--- src/rtl/video_timing_gen_pkg.sv ---
// Shared 720p raster constants and types for the timing generator and the
// sprite/encoder stages that consume its counters.
package video_timing_pkg;

  // 1280x720@60 geometry (pixels / lines)
  localparam int ACTIVE_H = 1280;
  localparam int H_FP     = 110;
  localparam int H_SYNC   = 40;
  localparam int H_BP     = 220;
  localparam int TOTAL_H  = ACTIVE_H + H_FP + H_SYNC + H_BP;  // 1650

  localparam int ACTIVE_V = 720;
  localparam int V_FP     = 5;
  localparam int V_SYNC   = 5;
  localparam int V_BP     = 20;
  localparam int TOTAL_V  = ACTIVE_V + V_FP + V_SYNC + V_BP;  // 750

  localparam int FPS      = 60;
  // Matches the downstream 4-cycle BRAM pipeline
  localparam int LATENCY  = 4;

  // Port widths of the timing bus
  localparam int HCOUNT_W = 11;
  localparam int VCOUNT_W = 10;
  localparam int FC_W     = 6;

  // Sync bundle carried through the delay pipe
  typedef struct packed {
    logic hs;
    logic vs;
    logic ad;
  } sync_bits_t;

endpackage

--- src/rtl/video_timing_gen_if.sv ---
// Timing bus from the generator to the pixel pipeline. Pure broadcast:
// no handshake, every signal is valid on every pixel clock.
interface video_timing_gen_if;
  import video_timing_pkg::*;

  logic [HCOUNT_W-1:0] hcount_out;
  logic [VCOUNT_W-1:0] vcount_out;
  logic                hs_out;
  logic                vs_out;
  logic                ad_out;
  logic                nf_out;
  logic [FC_W-1:0]     fc_out;
  logic                hs_d_out;
  logic                vs_d_out;
  logic                ad_d_out;

  modport master (
    output hcount_out, vcount_out, hs_out, vs_out, ad_out, nf_out, fc_out,
           hs_d_out, vs_d_out, ad_d_out
  );

  modport slave (
    input  hcount_out, vcount_out, hs_out, vs_out, ad_out, nf_out, fc_out,
           hs_d_out, vs_d_out, ad_d_out
  );

endinterface

--- src/rtl/video_timing_gen_sync_delay.sv ---
// Generic shift-register delay pipe with synchronous clear.
// q_o(t) = d_i(t-DEPTH); a clear zeroes every stage on the next edge.
module sync_delay #(
  parameter int WIDTH = 3,
  parameter int DEPTH = 4
) (
  input  logic             clk_i,
  input  logic             clr_i,
  input  logic [WIDTH-1:0] d_i,
  output logic [WIDTH-1:0] q_o
);

  logic [WIDTH-1:0] pipe_q [DEPTH];
  logic [WIDTH-1:0] pipe_d [DEPTH];

  // Next-state: stage 0 takes the input, every later stage takes its predecessor
  always_comb begin
    pipe_d[0] = d_i;
    for (int i = 1; i < DEPTH; i++) begin
      pipe_d[i] = pipe_q[i-1];
    end
  end

  // Stage registers, flushed on clear
  always_ff @(posedge clk_i) begin
    if (clr_i) begin
      for (int i = 0; i < DEPTH; i++) begin
        pipe_q[i] <= '0;
      end
    end else begin
      for (int i = 0; i < DEPTH; i++) begin
        pipe_q[i] <= pipe_d[i];
      end
    end
  end

  assign q_o = pipe_q[DEPTH-1];

endmodule

--- src/rtl/video_timing_gen.sv ---
// Raster timing generator: pixel/line counters, sync/active decodes,
// new-frame strobe, frame counter, and LATENCY-delayed sync copies that
// stay aligned with the downstream BRAM lookup pipeline.
module video_timing_gen #(
  parameter int ACTIVE_H = video_timing_pkg::ACTIVE_H,
  parameter int H_FP     = video_timing_pkg::H_FP,
  parameter int H_SYNC   = video_timing_pkg::H_SYNC,
  parameter int H_BP     = video_timing_pkg::H_BP,
  parameter int ACTIVE_V = video_timing_pkg::ACTIVE_V,
  parameter int V_FP     = video_timing_pkg::V_FP,
  parameter int V_SYNC   = video_timing_pkg::V_SYNC,
  parameter int V_BP     = video_timing_pkg::V_BP,
  parameter int FPS      = video_timing_pkg::FPS,
  parameter int LATENCY  = video_timing_pkg::LATENCY
) (
  input  logic                pixel_clk_in,
  input  logic                rst_in,
  video_timing_gen_if.master  vid
);
  import video_timing_pkg::HCOUNT_W;
  import video_timing_pkg::VCOUNT_W;
  import video_timing_pkg::FC_W;
  import video_timing_pkg::sync_bits_t;

  localparam int TOTAL_H = ACTIVE_H + H_FP + H_SYNC + H_BP;
  localparam int TOTAL_V = ACTIVE_V + V_FP + V_SYNC + V_BP;

  // Parameter sanity, rejected at elaboration
  if (TOTAL_H > 2048 || TOTAL_V > 1024) begin : g_bad_geometry
    $error("video_timing_gen: TOTAL_H must be <= 2048 and TOTAL_V <= 1024");
  end
  if (LATENCY < 1 || LATENCY > 8) begin : g_bad_latency
    $error("video_timing_gen: LATENCY must be in 1..8");
  end
  if (FPS < 1 || FPS > 64) begin : g_bad_fps
    $error("video_timing_gen: FPS must be in 1..64");
  end

  // All decode thresholds at counter width
  localparam logic [HCOUNT_W-1:0] H_LAST   = HCOUNT_W'(TOTAL_H - 1);
  localparam logic [HCOUNT_W-1:0] H_ACT    = HCOUNT_W'(ACTIVE_H);
  localparam logic [HCOUNT_W-1:0] HS_START = HCOUNT_W'(ACTIVE_H + H_FP);
  localparam logic [HCOUNT_W-1:0] HS_END   = HCOUNT_W'(ACTIVE_H + H_FP + H_SYNC - 1);
  localparam logic [VCOUNT_W-1:0] V_LAST   = VCOUNT_W'(TOTAL_V - 1);
  localparam logic [VCOUNT_W-1:0] V_ACT    = VCOUNT_W'(ACTIVE_V);
  localparam logic [VCOUNT_W-1:0] VS_START = VCOUNT_W'(ACTIVE_V + V_FP);
  localparam logic [VCOUNT_W-1:0] VS_END   = VCOUNT_W'(ACTIVE_V + V_FP + V_SYNC - 1);
  localparam logic [FC_W-1:0]     FC_LAST  = FC_W'(FPS - 1);

  logic [HCOUNT_W-1:0] hcount_q, hcount_d;
  logic [VCOUNT_W-1:0] vcount_q, vcount_d;
  logic [FC_W-1:0]     fc_q, fc_d;
  logic                hs_raw, vs_raw, ad_raw, nf_raw;
  sync_bits_t          sync_now, sync_dly;

  // Raw decodes straight from the counter registers
  always_comb begin
    ad_raw = (hcount_q < H_ACT) && (vcount_q < V_ACT);
    hs_raw = (hcount_q >= HS_START) && (hcount_q <= HS_END);
    vs_raw = (vcount_q >= VS_START) && (vcount_q <= VS_END);
    nf_raw = (hcount_q == H_ACT) && (vcount_q == V_ACT);
  end

  // Counter next-state: pixel wrap advances the line, line wrap shares the same edge;
  // the frame counter advances on the edge that ends the new-frame cycle
  always_comb begin
    hcount_d = hcount_q + 1'b1;
    vcount_d = vcount_q;
    fc_d     = fc_q;
    if (hcount_q == H_LAST) begin
      hcount_d = '0;
      vcount_d = (vcount_q == V_LAST) ? '0 : vcount_q + 1'b1;
    end
    if (nf_raw) begin
      fc_d = (fc_q == FC_LAST) ? '0 : fc_q + 1'b1;
    end
  end

  // Counter registers; reset restarts the raster with no partial-line completion
  always_ff @(posedge pixel_clk_in) begin
    if (rst_in) begin
      hcount_q <= '0;
      vcount_q <= '0;
      fc_q     <= '0;
    end else begin
      hcount_q <= hcount_d;
      vcount_q <= vcount_d;
      fc_q     <= fc_d;
    end
  end

  // Strobes are held low for the whole time reset is asserted
  always_comb begin
    sync_now.hs = hs_raw & ~rst_in;
    sync_now.vs = vs_raw & ~rst_in;
    sync_now.ad = ad_raw & ~rst_in;
  end

  sync_delay #(
    .WIDTH (3),
    .DEPTH (LATENCY)
  ) u_sync_delay (
    .clk_i (pixel_clk_in),
    .clr_i (rst_in),
    .d_i   (sync_now),
    .q_o   (sync_dly)
  );

  assign vid.hcount_out = hcount_q;
  assign vid.vcount_out = vcount_q;
  assign vid.fc_out     = fc_q;
  assign vid.hs_out     = sync_now.hs;
  assign vid.vs_out     = sync_now.vs;
  assign vid.ad_out     = sync_now.ad;
  assign vid.nf_out     = nf_raw & ~rst_in;
  assign vid.hs_d_out   = sync_dly.hs;
  assign vid.vs_d_out   = sync_dly.vs;
  assign vid.ad_d_out   = sync_dly.ad;

endmodule

--- src/flat_wrapper.sv ---
// flat-port wrapper written by rule: the top's interface ports become plain ports
module video_timing_gen_flat import video_timing_pkg::HCOUNT_W; import video_timing_pkg::VCOUNT_W; import video_timing_pkg::FC_W; import video_timing_pkg::sync_bits_t;
#(
  parameter int ACTIVE_H = video_timing_pkg::ACTIVE_H,
  parameter int H_FP     = video_timing_pkg::H_FP,
  parameter int H_SYNC   = video_timing_pkg::H_SYNC,
  parameter int H_BP     = video_timing_pkg::H_BP,
  parameter int ACTIVE_V = video_timing_pkg::ACTIVE_V,
  parameter int V_FP     = video_timing_pkg::V_FP,
  parameter int V_SYNC   = video_timing_pkg::V_SYNC,
  parameter int V_BP     = video_timing_pkg::V_BP,
  parameter int FPS      = video_timing_pkg::FPS,
  parameter int LATENCY  = video_timing_pkg::LATENCY
)
  (pixel_clk_in, rst_in, vid_hcount_out, vid_vcount_out, vid_hs_out, vid_vs_out, vid_ad_out, vid_nf_out, vid_fc_out, vid_hs_d_out, vid_vs_d_out, vid_ad_d_out);
  video_timing_gen_if vid_i ();
  input  logic pixel_clk_in;
  input  logic rst_in;
  output wire logic [$bits(vid_i.hcount_out)-1:0] vid_hcount_out;
  output wire logic [$bits(vid_i.vcount_out)-1:0] vid_vcount_out;
  output wire logic [$bits(vid_i.hs_out)-1:0] vid_hs_out;
  output wire logic [$bits(vid_i.vs_out)-1:0] vid_vs_out;
  output wire logic [$bits(vid_i.ad_out)-1:0] vid_ad_out;
  output wire logic [$bits(vid_i.nf_out)-1:0] vid_nf_out;
  output wire logic [$bits(vid_i.fc_out)-1:0] vid_fc_out;
  output wire logic [$bits(vid_i.hs_d_out)-1:0] vid_hs_d_out;
  output wire logic [$bits(vid_i.vs_d_out)-1:0] vid_vs_d_out;
  output wire logic [$bits(vid_i.ad_d_out)-1:0] vid_ad_d_out;
  assign vid_hcount_out = vid_i.hcount_out;
  assign vid_vcount_out = vid_i.vcount_out;
  assign vid_hs_out = vid_i.hs_out;
  assign vid_vs_out = vid_i.vs_out;
  assign vid_ad_out = vid_i.ad_out;
  assign vid_nf_out = vid_i.nf_out;
  assign vid_fc_out = vid_i.fc_out;
  assign vid_hs_d_out = vid_i.hs_d_out;
  assign vid_vs_d_out = vid_i.vs_d_out;
  assign vid_ad_d_out = vid_i.ad_d_out;
  video_timing_gen #(.ACTIVE_H(ACTIVE_H), .H_FP(H_FP), .H_SYNC(H_SYNC), .H_BP(H_BP), .ACTIVE_V(ACTIVE_V), .V_FP(V_FP), .V_SYNC(V_SYNC), .V_BP(V_BP), .FPS(FPS), .LATENCY(LATENCY)) u_core (.pixel_clk_in(pixel_clk_in), .rst_in(rst_in), .vid(vid_i));
endmodule
--- config.mk ---
export PLATFORM = sky130hd
export DESIGN_NAME = video_timing_gen_flat
export DESIGN_NICKNAME = d
export VERILOG_FILES = /design/src/rtl/video_timing_gen_pkg.sv /design/src/rtl/video_timing_gen_if.sv /design/src/rtl/video_timing_gen_sync_delay.sv /design/src/rtl/video_timing_gen.sv /design/src/flat_wrapper.sv
export SDC_FILE = /design/constraint.sdc
export NUM_CORES = 1
export LEC_CHECK = 0
export CORE_MARGIN = 2
export CORE_UTILIZATION = 54
export CTS_BUF_LIST = sky130_fd_sc_hd__clkbuf_16
export DETAILED_ROUTE_END_ITERATION = 12
export GPL_ROUTABILITY_DRIVEN = 0
export GPL_TIMING_DRIVEN = 0
export PLACE_DENSITY = 0.84
export SLEW_MARGIN = 30
export SYNTH_ARGS = -nofsm -noshare
export SYNTH_HDL_FRONTEND = slang
export SYNTH_HIERARCHICAL = 1
export SYNTH_SLANG_ARGS = --single-unit
--- constraint.sdc ---
create_clock -name pixel_clk_in -period 4.4 [get_ports pixel_clk_in]
set_clock_uncertainty 0.05 [all_clocks]
set_input_delay 0.66 -clock pixel_clk_in [delete_from_list [all_inputs] [get_ports pixel_clk_in]]
set_output_delay 0.66 -clock pixel_clk_in [all_outputs]
set_load 0.01 [all_outputs]
==> results of run 1 <==
area by class of cell:
class,count,area [um2],share of cell area (%)
Multi-Input combinational cell,154,1060,42.2
Sequential cell,39,781,31.2
Buffer,12,62.6,2.50
Tap cell,46,57.6,2.30
Inverter,9,33.8,1.35
Clock inverter,3,38.8,1.55
Timing Repair Buffer,35,350,14.0
Clock buffer,5,125,4.99
worst max path at each step:
stage | end | slack [ps]
floorplan | vid_nf_out | 1930
global placement | vid_vs_out | 1260
detailed placement | vid_vs_out | 1270
CTS | vid_nf_out | 930
global route | vid_nf_out | 830
finish | vid_nf_out | 910
worst max-delay path: stages, from the launching register on:
cell and delay (ps):
dfxtp_1 480, nand4bb_1 180, or4b_1 600, clkbuf_1 240, or2_2 330, nor2_1 110, clkdlybuf4s50_1 550
per-stage QoR:
| stage | area (um2) | worst slack, ps | power, mW |
|---|---|---|---|
| 2_1_floorplan | 1930 | 1930 | 0.387 |
| 3_3_place_gp | 2340 | 1260 | 0.399 |
| 3_5_place_dp | 2340 | 1270 | 0.400 |
| 4_1_cts | 2510 | 927 | 0.802 |
| 5_1_grt | 2510 | 825 | 0.820 |
| 6_report | 2510 | 913 | 0.796 |
routing by layer:
metal / share of wire [%] / vias up / wire length (um)
met3: 4.4 / 10 / 185
li1: - / 863 / -
met2: 46 / 49 / 1960
met5: 0 / - / 0
met1: 47 / 797 / 1980
met4: 2.3 / 0 / 99
power by group:
part / internal, mW / switching (mW) / total, mW
sequential: 0.357 / 0.00346 / 0.360
combinational: 0.0145 / 0.0180 / 0.0325
clock: 0.264 / 0.140 / 0.404
total: 0.635 / 0.161 / 0.796
logic make-up (layout without fill, tap and decap cells):
| kind of cell | after synthesis | count (layout) | share of synthesized area, % |
|---|---|---|---|
| and+or+nand+nor | 94 | 94 | 30.8 |
| DFF | 39 | 39 | 40.4 |
| xor gates and xnor gates | 11 | 11 | 4.98 |
| AOI/OAI and AO/OA | 41 | 41 | 13.8 |
| muxes | 1 | 1 | 0.517 |
| buffers and inverters | 21 | 64 | 4.98 |
| adders and majority gates | 7 | 7 | 4.53 |
cells in the final DEF (no fill, tap or decap), types with 2 or more instances in the layout:
cell type / netlist / final
a211oi_1: 2 / 2
a21oi_1: 12 / 12
a31oi_1: 2 / 2
and2_1: 2 / 2
and2b_2: 2 / 2
and4_1: 2 / 2
and4b_1: 3 / 3
buf_2: 2 / 2
buf_6: 2 / 2
clkbuf_1: 8 / 8
clkbuf_16: 0 / 5
clkdlybuf4s50_1: 0 / 35
dfxtp_1: 39 / 39
ha_1: 7 / 7
inv_1: 9 / 9
nand2_1: 8 / 8
nand3_1: 13 / 13
nand4_1: 5 / 5
nor2_1: 18 / 18
nor2b_1: 2 / 2
nor2b_2: 8 / 8
nor2b_4: 2 / 2
nor3_1: 4 / 4
nor4_1: 3 / 3
nor4b_1: 2 / 2
o211ai_1: 2 / 2
o21ai_0: 9 / 9
o31ai_1: 8 / 8
or2_2: 2 / 2
or3_1: 4 / 4
or4_1: 7 / 7
xnor2_1: 7 / 7
xor2_1: 4 / 4
sequential cells by signal (all words and copies together), names as in the netlist:
name and cells:
u_core/u_sync_delay/pipe_q 12, u_core/vid.hcount_out 11, u_core/vid.vcount_out 10, u_core/vid.fc_out 6
==> results.md, run 1 <==
* Worst R2R End: u_core/vid.fc_out[3]
* Warning count from the yosys run at 6
* Postcts setup bufs at 0
* Gr ovfl total at 0
* Met3 usage at 4.93%
* Num rows at 21
* Max cap viols at 0
* DRT Pass-1 Iters at 4
* Die H at 63.9 um
* CTS tree: built
* Yosys reg bits at 39
* Buffers added on ports at 35
* Mean Syn Cell Area at approximately 9 um2
* Max frequency at ~0.29 GHz
* ANT nets after route at 0
* Syn nets at 223
* CP Capture Type: output pin
* Vias at 1719
* Maximum VDD drop at 0.244 mV
* Fill cell count at 267
* Clock tree buffer depth at 2
* Worst r2r src: u_core/vid.hcount_out[1]
* DRT iter0 DRCs at 80
* Predominant post-synthesis flop cell: dfxtp_1
* Worst skew pair latency at between 200 and 300 ps
* Min Hold Slack at 383 ps
* Seq/Total Area, Yosys at 40.4%
* Hold_sp: u_core/u_sync_delay/pipe_q[1][0]
* CP Max Fanout at 10
* Least-Margin Pin Slew at 881 ps
* Status: finished clean
* Power per Cell Area at ~320 nW/um2
* Worst path required time at roughly 3700 ps
* Leak Pwr at 0.841 nW
* Share of cells above drive strength 1 at a little under an eighth
* Yosys cell types at 45
* Root Buffer: clkbuf_16
* Worst Setup SP: u_core/vid.hcount_out[8]
* Core Area at 3390 um2
* Finished Layout Cells at 303
* CP arrival at ~2800 ps
* I/O Pins at 36
* Setup TNS at 0 ps
* H-tree depth at 2
* Starting Density at between 50% and 60%
* Critical path class: reg -> out
* Num CTS Buffers at 5
* Count leader, synth: dfxtp_1
* Final cycle utilization of the critical path at between 70% and 80%
* Slew Limit Fails at 0
* Cell count after synthesis at 214
* Hold Crit Endpoint: u_core/u_sync_delay/pipe_q[2][0]
* Post-route DRC at 0
* Synth cell count leaders: 39 x dfxtp_1, 18 x nor2_1, 13 x nand3_1
* GR Util All Layers at 22.7%
* Unrepaired setup endpoints after global routing: false
* Post-CTS Hold Fix Bufs at 0
* DIE AREA at 4080 um2
* Top cell type's share of synthesized area at between 40% and 50%
* R2r setup slk at 2070 ps
* Die X at 63.9 um
* Cells on Worst Hold Path at 1
* Post-synth EDFFs at 0
* Post-Syn Area at roughly 1900 um2
* Most used routing layer: met2
* Post-CTS sizing at 0
* Antenna cells at 0
* Vias/cell at 5.67
* Largest net degree at the start of global routing at 13
* Final setup violation count at 0
* Area Growth Syn to Fin at 29.6%
* Top post-synthesis cells by area: dfxtp_1 40%, ha_1 4.5%, nor2b_2 3.6%, nor2_1 3.5%, nand3_1 3.4%
* Clock-pin slew on the worst setup and hold paths at around 60 ps
* Final Core Density at between 70% and 80%
* Fin nets at 265
* Dpl hpwl at 2.84 mm
* Initial antenna violation count at 0
* Global-route wire length before repair at ~7.3 mm
* Routed Wire Length at 4.23 mm
* Number of global-route vias before repair at 1643
* CP startpoint kind: flop
* Sink Count at 39
* Synth area leader: dfxtp_1
* Min Tclk post-route at 3490 ps
* Worst Reg2Reg Path Length in Cells at 7
* Placed insts at 295
* Avg WL per Cell at 14.0 um
* Final Hold Vio Count at 0
* Min-Delay Path Class: reg -> reg
* Ys async rst share at 0%
* GR Util met2 at between 30% and 40%
* Slew margin rel. at 40.6%
* M1 GR Usage at 28.0%
Note: power is estimated with default switching activity, not from simulation.
==> run 2, diff against run 1 <==
CORE_UTILIZATION = 51   (was 54)
PLACE_DENSITY = 0.8   (was 0.84)
clock period = 3.5 ns   (was 4.4 ns; I/O delays follow)
==> results.md, run 2 (synthesis gave the netlist of run 1 again) <==
* Tot Pwr at 1.08 mW (was 796 uW)
* I/O Pins at 36 (unchanged)
* CTS tree: built (unchanged)
* Power per Cell Area at 424 nW/um2 (was 318 nW/um2)
* Postcts setup bufs at 0 (unchanged)
* Post-CTS Hold Fix Bufs at 0 (unchanged)
* Max cap viols at 0 (unchanged)
* Final setup violation count at 0 (unchanged)
* Die H at 65.6 um (was 63.9 um)
* Critical path class: reg -> out (unchanged)
* CP arrival at 2690 ps (was 2780 ps)
* Max frequency at between 0.3 and 0.4 GHz
* Global-route wire length before repair at 7.23 mm (was 7.27 mm)
* Switch Pwr at 202 uW (was 161 uW)
* H-tree depth at 2 (unchanged)
* Largest net degree at the start of global routing at 14 (was 13)
* CP startpoint kind: flop (unchanged)
* Cell internal pwr at 875 uW (was 635 uW)
* Sink Count at 39 (unchanged)
* Finished Layout Cells at 305 (was 303)
* Setup TNS at 0 ps (unchanged)
* DIE AREA at 4300 um2 (was 4080 um2)
* Final Hold Vio Count at 0 (unchanged)
* GR Util All Layers at 22.0% (was 22.7%)
* Gr ovfl total at 0 (unchanged)
* Share of cells above drive strength 1 at 11.7% (was 11.3%)
* Core Area at 3660 um2 (was 3390 um2)
* Sw Share at 18.8% (was 20.2%)
* Number of global-route vias before repair at 1597 (was 1643)
* Slew margin rel. at 36.7% (was 40.6%)
* DRT Pass-1 Iters at 4 (unchanged)
* Seq pwr share at 42.1% (was 45.2%)
* Clock-pin slew on the worst setup and hold paths at 60 ps (about the same)
* Antenna cells at 0 (unchanged)
* Most frequent cells in the layout: 39 x dfxtp_1, 35 x clkdlybuf4s50_1, 18 x nor2_1, 13 x nand3_1, 12 x a21oi_1 (unchanged)
* Worst skew pair latency at 280 ps (was 290 ps)
* ANT nets after route at 0 (unchanged)
* Unrepaired setup endpoints after global routing: false (unchanged)
* Fill cell count at 294 (was 267)
* Least-Margin Pin Slew at 939 ps (was 881 ps)
* CP Capture Type: output pin (unchanged)
* Initial antenna violation count at 0 (unchanged)
* Most common cell after layout, fill and taps aside: dfxtp_1 (unchanged)
* FF/Latch Area at 781 um2 (unchanged)
* Area Growth Syn to Fin at 31.2% (was 29.6%)
* Largest register FFs at 12 (unchanged)
* Num CTS Buffers at 5 (unchanged)
* Buffers added on ports at 35 (unchanged)
* DRT iter0 DRCs at 118 (was 80)
* Placed insts at 297 (was 295)
* Avg WL per Cell at 13.7 um (was 14.0 um)
* Slew Limit Fails at 0 (unchanged)
* Dpl hpwl at 2.89 mm (was 2.84 mm)
* Die X at 65.6 um (was 63.9 um)
* Final cycle utilization of the critical path at 93.1%
* Routed Wire Length at 4.18 mm (was 4.23 mm)
* Largest register by flop count: u_core/u_sync_delay/pipe_q (unchanged)
* Comb power frac at 3.8% (was 4.1%)
* Clk network pwr share at 54.1% (was 50.7%)
* Num rows at 22 (was 21)
* Status: finished clean (unchanged)
* Post-CTS sizing at 0 (unchanged)
* Clock tree buffer depth at 2 (unchanged)
* Fin nets at 265 (unchanged)
* Vias at 1750 (was 1719)
* Min-Delay Path Class: reg -> reg (unchanged)
* Area of the multi-input gates at 1060 um2 (unchanged)
* Starting Density at 52.8% (was 57.1%)
* Post-route DRC at 0 (unchanged)
* Leak Pwr at 0.849 nW (was 0.841 nW)
* Maximum VDD drop at 0.340 mV (was 0.244 mV)
* Worst path required time at 2920 ps (was 3690 ps)
* Vias/cell at 5.74 (was 5.67)
* CP Max Fanout at 10 (unchanged)
* Min Tclk post-route at 3260 ps
* Root Buffer: clkbuf_16 (unchanged)
==> run 2: path summary, 6_finish.rpt <==
kind,endpoint,cells after the start,from,slack [ps]
max,vid_nf_out,6,u_core/vid.hcount_out[8],240
max reg2reg,u_core/vid.vcount_out[7],6,u_core/vid.hcount_out[3],1190
min,u_core/u_sync_delay/pipe_q[3][1],1,u_core/u_sync_delay/pipe_q[2][1],380
min reg2reg,u_core/u_sync_delay/pipe_q[3][1],1,u_core/u_sync_delay/pipe_q[2][1],380
==> run 2: metrics by stage <==
| step | hold WS, ps | cell area [um2] | util [%] | worst slack [ps] |
|---|---|---|---|---|
| finish | 385 | 2540 | 69.3 | 240 |
| global route | 403 | 2540 | 69.3 | 72.5 |
| CTS | 390 | 2540 | 69.3 | 243 |
| detailed placement | 375 | 2340 | 64.0 | 563 |
| global placement | 367 | 2340 | 64.0 | 550 |
| floorplan | 365 | 1930 | - | 1160 |
==> run 2: routing by layer <==
metal  wire (um)  global-route usage, %  up-vias
met4          79                   9.38        0
li1            -                      -      861
met5           0                      0        -
met2        1950                   34.3       49
met1        1950                   28.5      832
met3         196                   5.99        8
==> run 2: power groups by stage <==
| stage | combinational, mW | clock (mW) | sequential, mW |
|---|---|---|---|
| final | 0.0409 | 0.583 | 0.453 |
| after floorplan | 0.0238 | 0 | 0.463 |
| after global routing | 0.0444 | 0.618 | 0.453 |
| after detailed placement | 0.0407 | 0 | 0.463 |
| after global placement | 0.0398 | 0 | 0.463 |
| after CTS | 0.0409 | 0.596 | 0.453 |
==> run 2: area by class of cell <==
| class | count | share of cell area (%) |
|---|---|---|
| tap | 48 | 2.37 |
| inverter | 9 | 1.33 |
| multi-input combinational | 154 | 41.7 |
| buffer | 12 | 2.47 |
| clock inverter | 3 | 2.66 |
| sequential | 39 | 30.8 |
| clock buffer | 5 | 4.93 |
| timing repair buffer | 35 | 13.8 |
==> run 2: worst max-delay path, stage by stage, from the launching register on <==
cell and delay, ps:
dfxtp_1 470, nand4bb_1 170, or4b_1 580, clkbuf_1 230, or2_2 330, nor2_1 90
clkdlybuf4s50_1 540
==> run 3, diff against run 2 <==
CORE_ASPECT_RATIO = 0.75   (was not set)
==> results.md, run 3 (synthesis gave the netlist of run 1 again) <==
* DIE AREA at 4310 um2 (was 4300 um2)
* GR Util All Layers at 21.2% (was 22.0%)
* Buffers added on ports at 35 (unchanged)
* CTS tree: built (unchanged)
* Fin nets at 265 (unchanged)
* Number of global-route vias before repair at 1562 (was 1597)
* Gr ovfl total at 0 (unchanged)
* Area of the multi-input gates at 1060 um2 (about the same)
* H-tree depth at 2 (unchanged)
* Final WS setup at 195 ps (was 240 ps)
* Min Tclk post-route at 3310 ps (was 3260 ps)
* DRT iter0 DRCs at 132 (was 118)
* Final setup violation count at 0 (unchanged)
* Vias at 1760 (was 1750)
* Fill cell count at 294 (unchanged)
* Area Growth Syn to Fin at 30.5% (was 31.2%)
* Die H at 57.3 um (was 65.6 um)
* Critical path class: reg -> out (unchanged)
* Core Area at 3640 um2 (was 3660 um2)
* Num CTS Buffers at 5 (unchanged)
* Largest register FFs at 12 (unchanged)
* ANT nets after route at 0 (unchanged)
* CP arrival at 2730 ps (was 2690 ps)
* Largest register by flop count: u_core/u_sync_delay/pipe_q (unchanged)
* CP startpoint kind: flop (unchanged)
* Share of cells above drive strength 1 at 12.1% (was 11.7%)
* Leak Pwr at 0.846 nW (was 0.849 nW)
* Power per Cell Area at 399 nW/um2 (was 424 nW/um2)
* Dpl hpwl at 2.94 mm (was 2.89 mm)
* Routed Wire Length at 4.37 mm (was 4.18 mm)
* Avg WL per Cell at 14.1 um (was 13.7 um)
* Post-CTS Hold Fix Bufs at 0 (unchanged)
* Clock-pin slew on the worst setup and hold paths at 60 ps (about the same)
* Largest net degree at the start of global routing at 14 (unchanged)
* Least-Margin Pin Slew at 890 ps (was 939 ps)
* Root Buffer: clkbuf_16 (unchanged)
* FF/Latch Area at 781 um2 (unchanged)
* Worst path required time at 2920 ps (about the same)
* WL met3 at 325 um (was 196 um)
* Maximum VDD drop at 0.277 mV (was 0.340 mV)
* DRT Pass-1 Iters at 4 (unchanged)
* Setup TNS at 0 ps (unchanged)
* Final Hold Vio Count at 0 (unchanged)
* Unrepaired setup endpoints after global routing: false (unchanged)
* Met1 WL at 2.03 mm (was 1.95 mm)
* Most frequent cells in the layout: 39 x dfxtp_1, 35 x clkdlybuf4s50_1, 18 x nor2_1, 13 x nand3_1, 12 x a21oi_1 (unchanged)
* Die X at 75.1 um (was 65.6 um)
* Slew margin rel. at 40.0% (was 36.7%)
* CP Capture Type: output pin (unchanged)
* Clock tree buffer depth at 2 (unchanged)
* Worst skew pair latency at 280 ps (about the same)
* Max frequency at 0.303 GHz (was 0.307 GHz)
* CP Max Fanout at 10 (unchanged)
* Sink Count at 39 (unchanged)
* Post-route DRC at 0 (unchanged)
* Initial antenna violation count at 0 (unchanged)
* Dpl ws at 536 ps (was 563 ps)
* Vias/cell at 5.70 (was 5.74)
* I/O Pins at 36 (unchanged)
* Antenna cells at 0 (unchanged)
* Most common cell after layout, fill and taps aside: dfxtp_1 (unchanged)
* Routed wl met2 at 1.98 mm (was 1.95 mm)
* Max cap viols at 0 (unchanged)
* Num rows at 19 (was 22)
* Min-Delay Path Class: reg -> reg (unchanged)
* Status: finished clean (unchanged)
* Starting Density at 53.2% (was 52.8%)
* Top sig layer: met4 (unchanged)
* Global-route wire length before repair at 7.00 mm (was 7.23 mm)
* Final cycle utilization of the critical path at 94.4% (was 93.1%)
* Slew Limit Fails at 0 (unchanged)
[run 3: cell count changes in the layout (fill, tap and decap cells not counted)]
cell,change
bufinv_16,-1
clkinv_2,+1
clkinv_4,+1
clkinvlp_4,-1
nor4b_1,-1
nor4b_2,+1
[run 3: worst paths after layout]
kind	end	slack (ps)	from	cells past startpoint
worst max-delay path	vid_nf_out	190	u_core/vid.hcount_out[8]	6
worst min-delay path	u_core/u_sync_delay/pipe_q[3][1]	390	u_core/u_sync_delay/pipe_q[2][1]	1
worst max register to register	u_core/vid.vcount_out[9]	1180	u_core/vid.hcount_out[4]	6
worst min register to register	u_core/u_sync_delay/pipe_q[3][1]	390	u_core/u_sync_delay/pipe_q[2][1]	1
[run 3: per-layer routing]
metal / track usage [%] / up-vias
met5: 0 / -
met4: 4.85 / 0
met3: 6.89 / 6
met2: 31.1 / 69
met1: 30.5 / 820
li1: - / 865
[run 3: power breakdown]
group | total [mW] | internal [mW] | switching (mW)
clock network | 0.514 | 0.336 | 0.178
registers | 0.453 | 0.449 | 0.00449
logic | 0.0418 | 0.0188 | 0.0230
[run 3: area by class of cell]
| class | instances | share of cell area, % |
|---|---|---|
| Buffer | 12 | 2.48 |
| Multi-Input combinational cell | 154 | 42.1 |
| Tap cell | 52 | 2.58 |
| Clock inverter | 3 | 1.73 |
| Inverter | 9 | 1.34 |
| Sequential cell | 39 | 30.9 |
| Clock buffer | 5 | 4.96 |
| Timing Repair Buffer | 35 | 13.9 |
[run 3: what timing repair did]
action | in CTS | in global routing
gates resized for setup | 0 | 1
endpoints found under the hold margin | 0 | 0
setup endpoints to repair | 0 | 1
buffers inserted | 0 | 0
[run 3: critical path: stages, from the launching register on]
cell             delay [ps]
dfxtp_1                 480
nand4bb_1               180
or4b_1                  580
clkbuf_1                230
or2_2                   330
nor2_1                  110
clkdlybuf4s50_1         550
[run 3: per-stage QoR]
step	std cells	hold slack (ps)	util [%]	instance area, um2	total power [mW]
3_3_place_gp	301	367	64.6	2350	0.502
4_1_cts	309	392	69.2	2520	1.02
3_5_place_dp	301	378	64.6	2350	0.503
6_report	309	386	69.4	2520	1.01
2_1_floorplan	214	365	-	1930	0.487
5_1_grt	309	409	69.4	2520	1.04
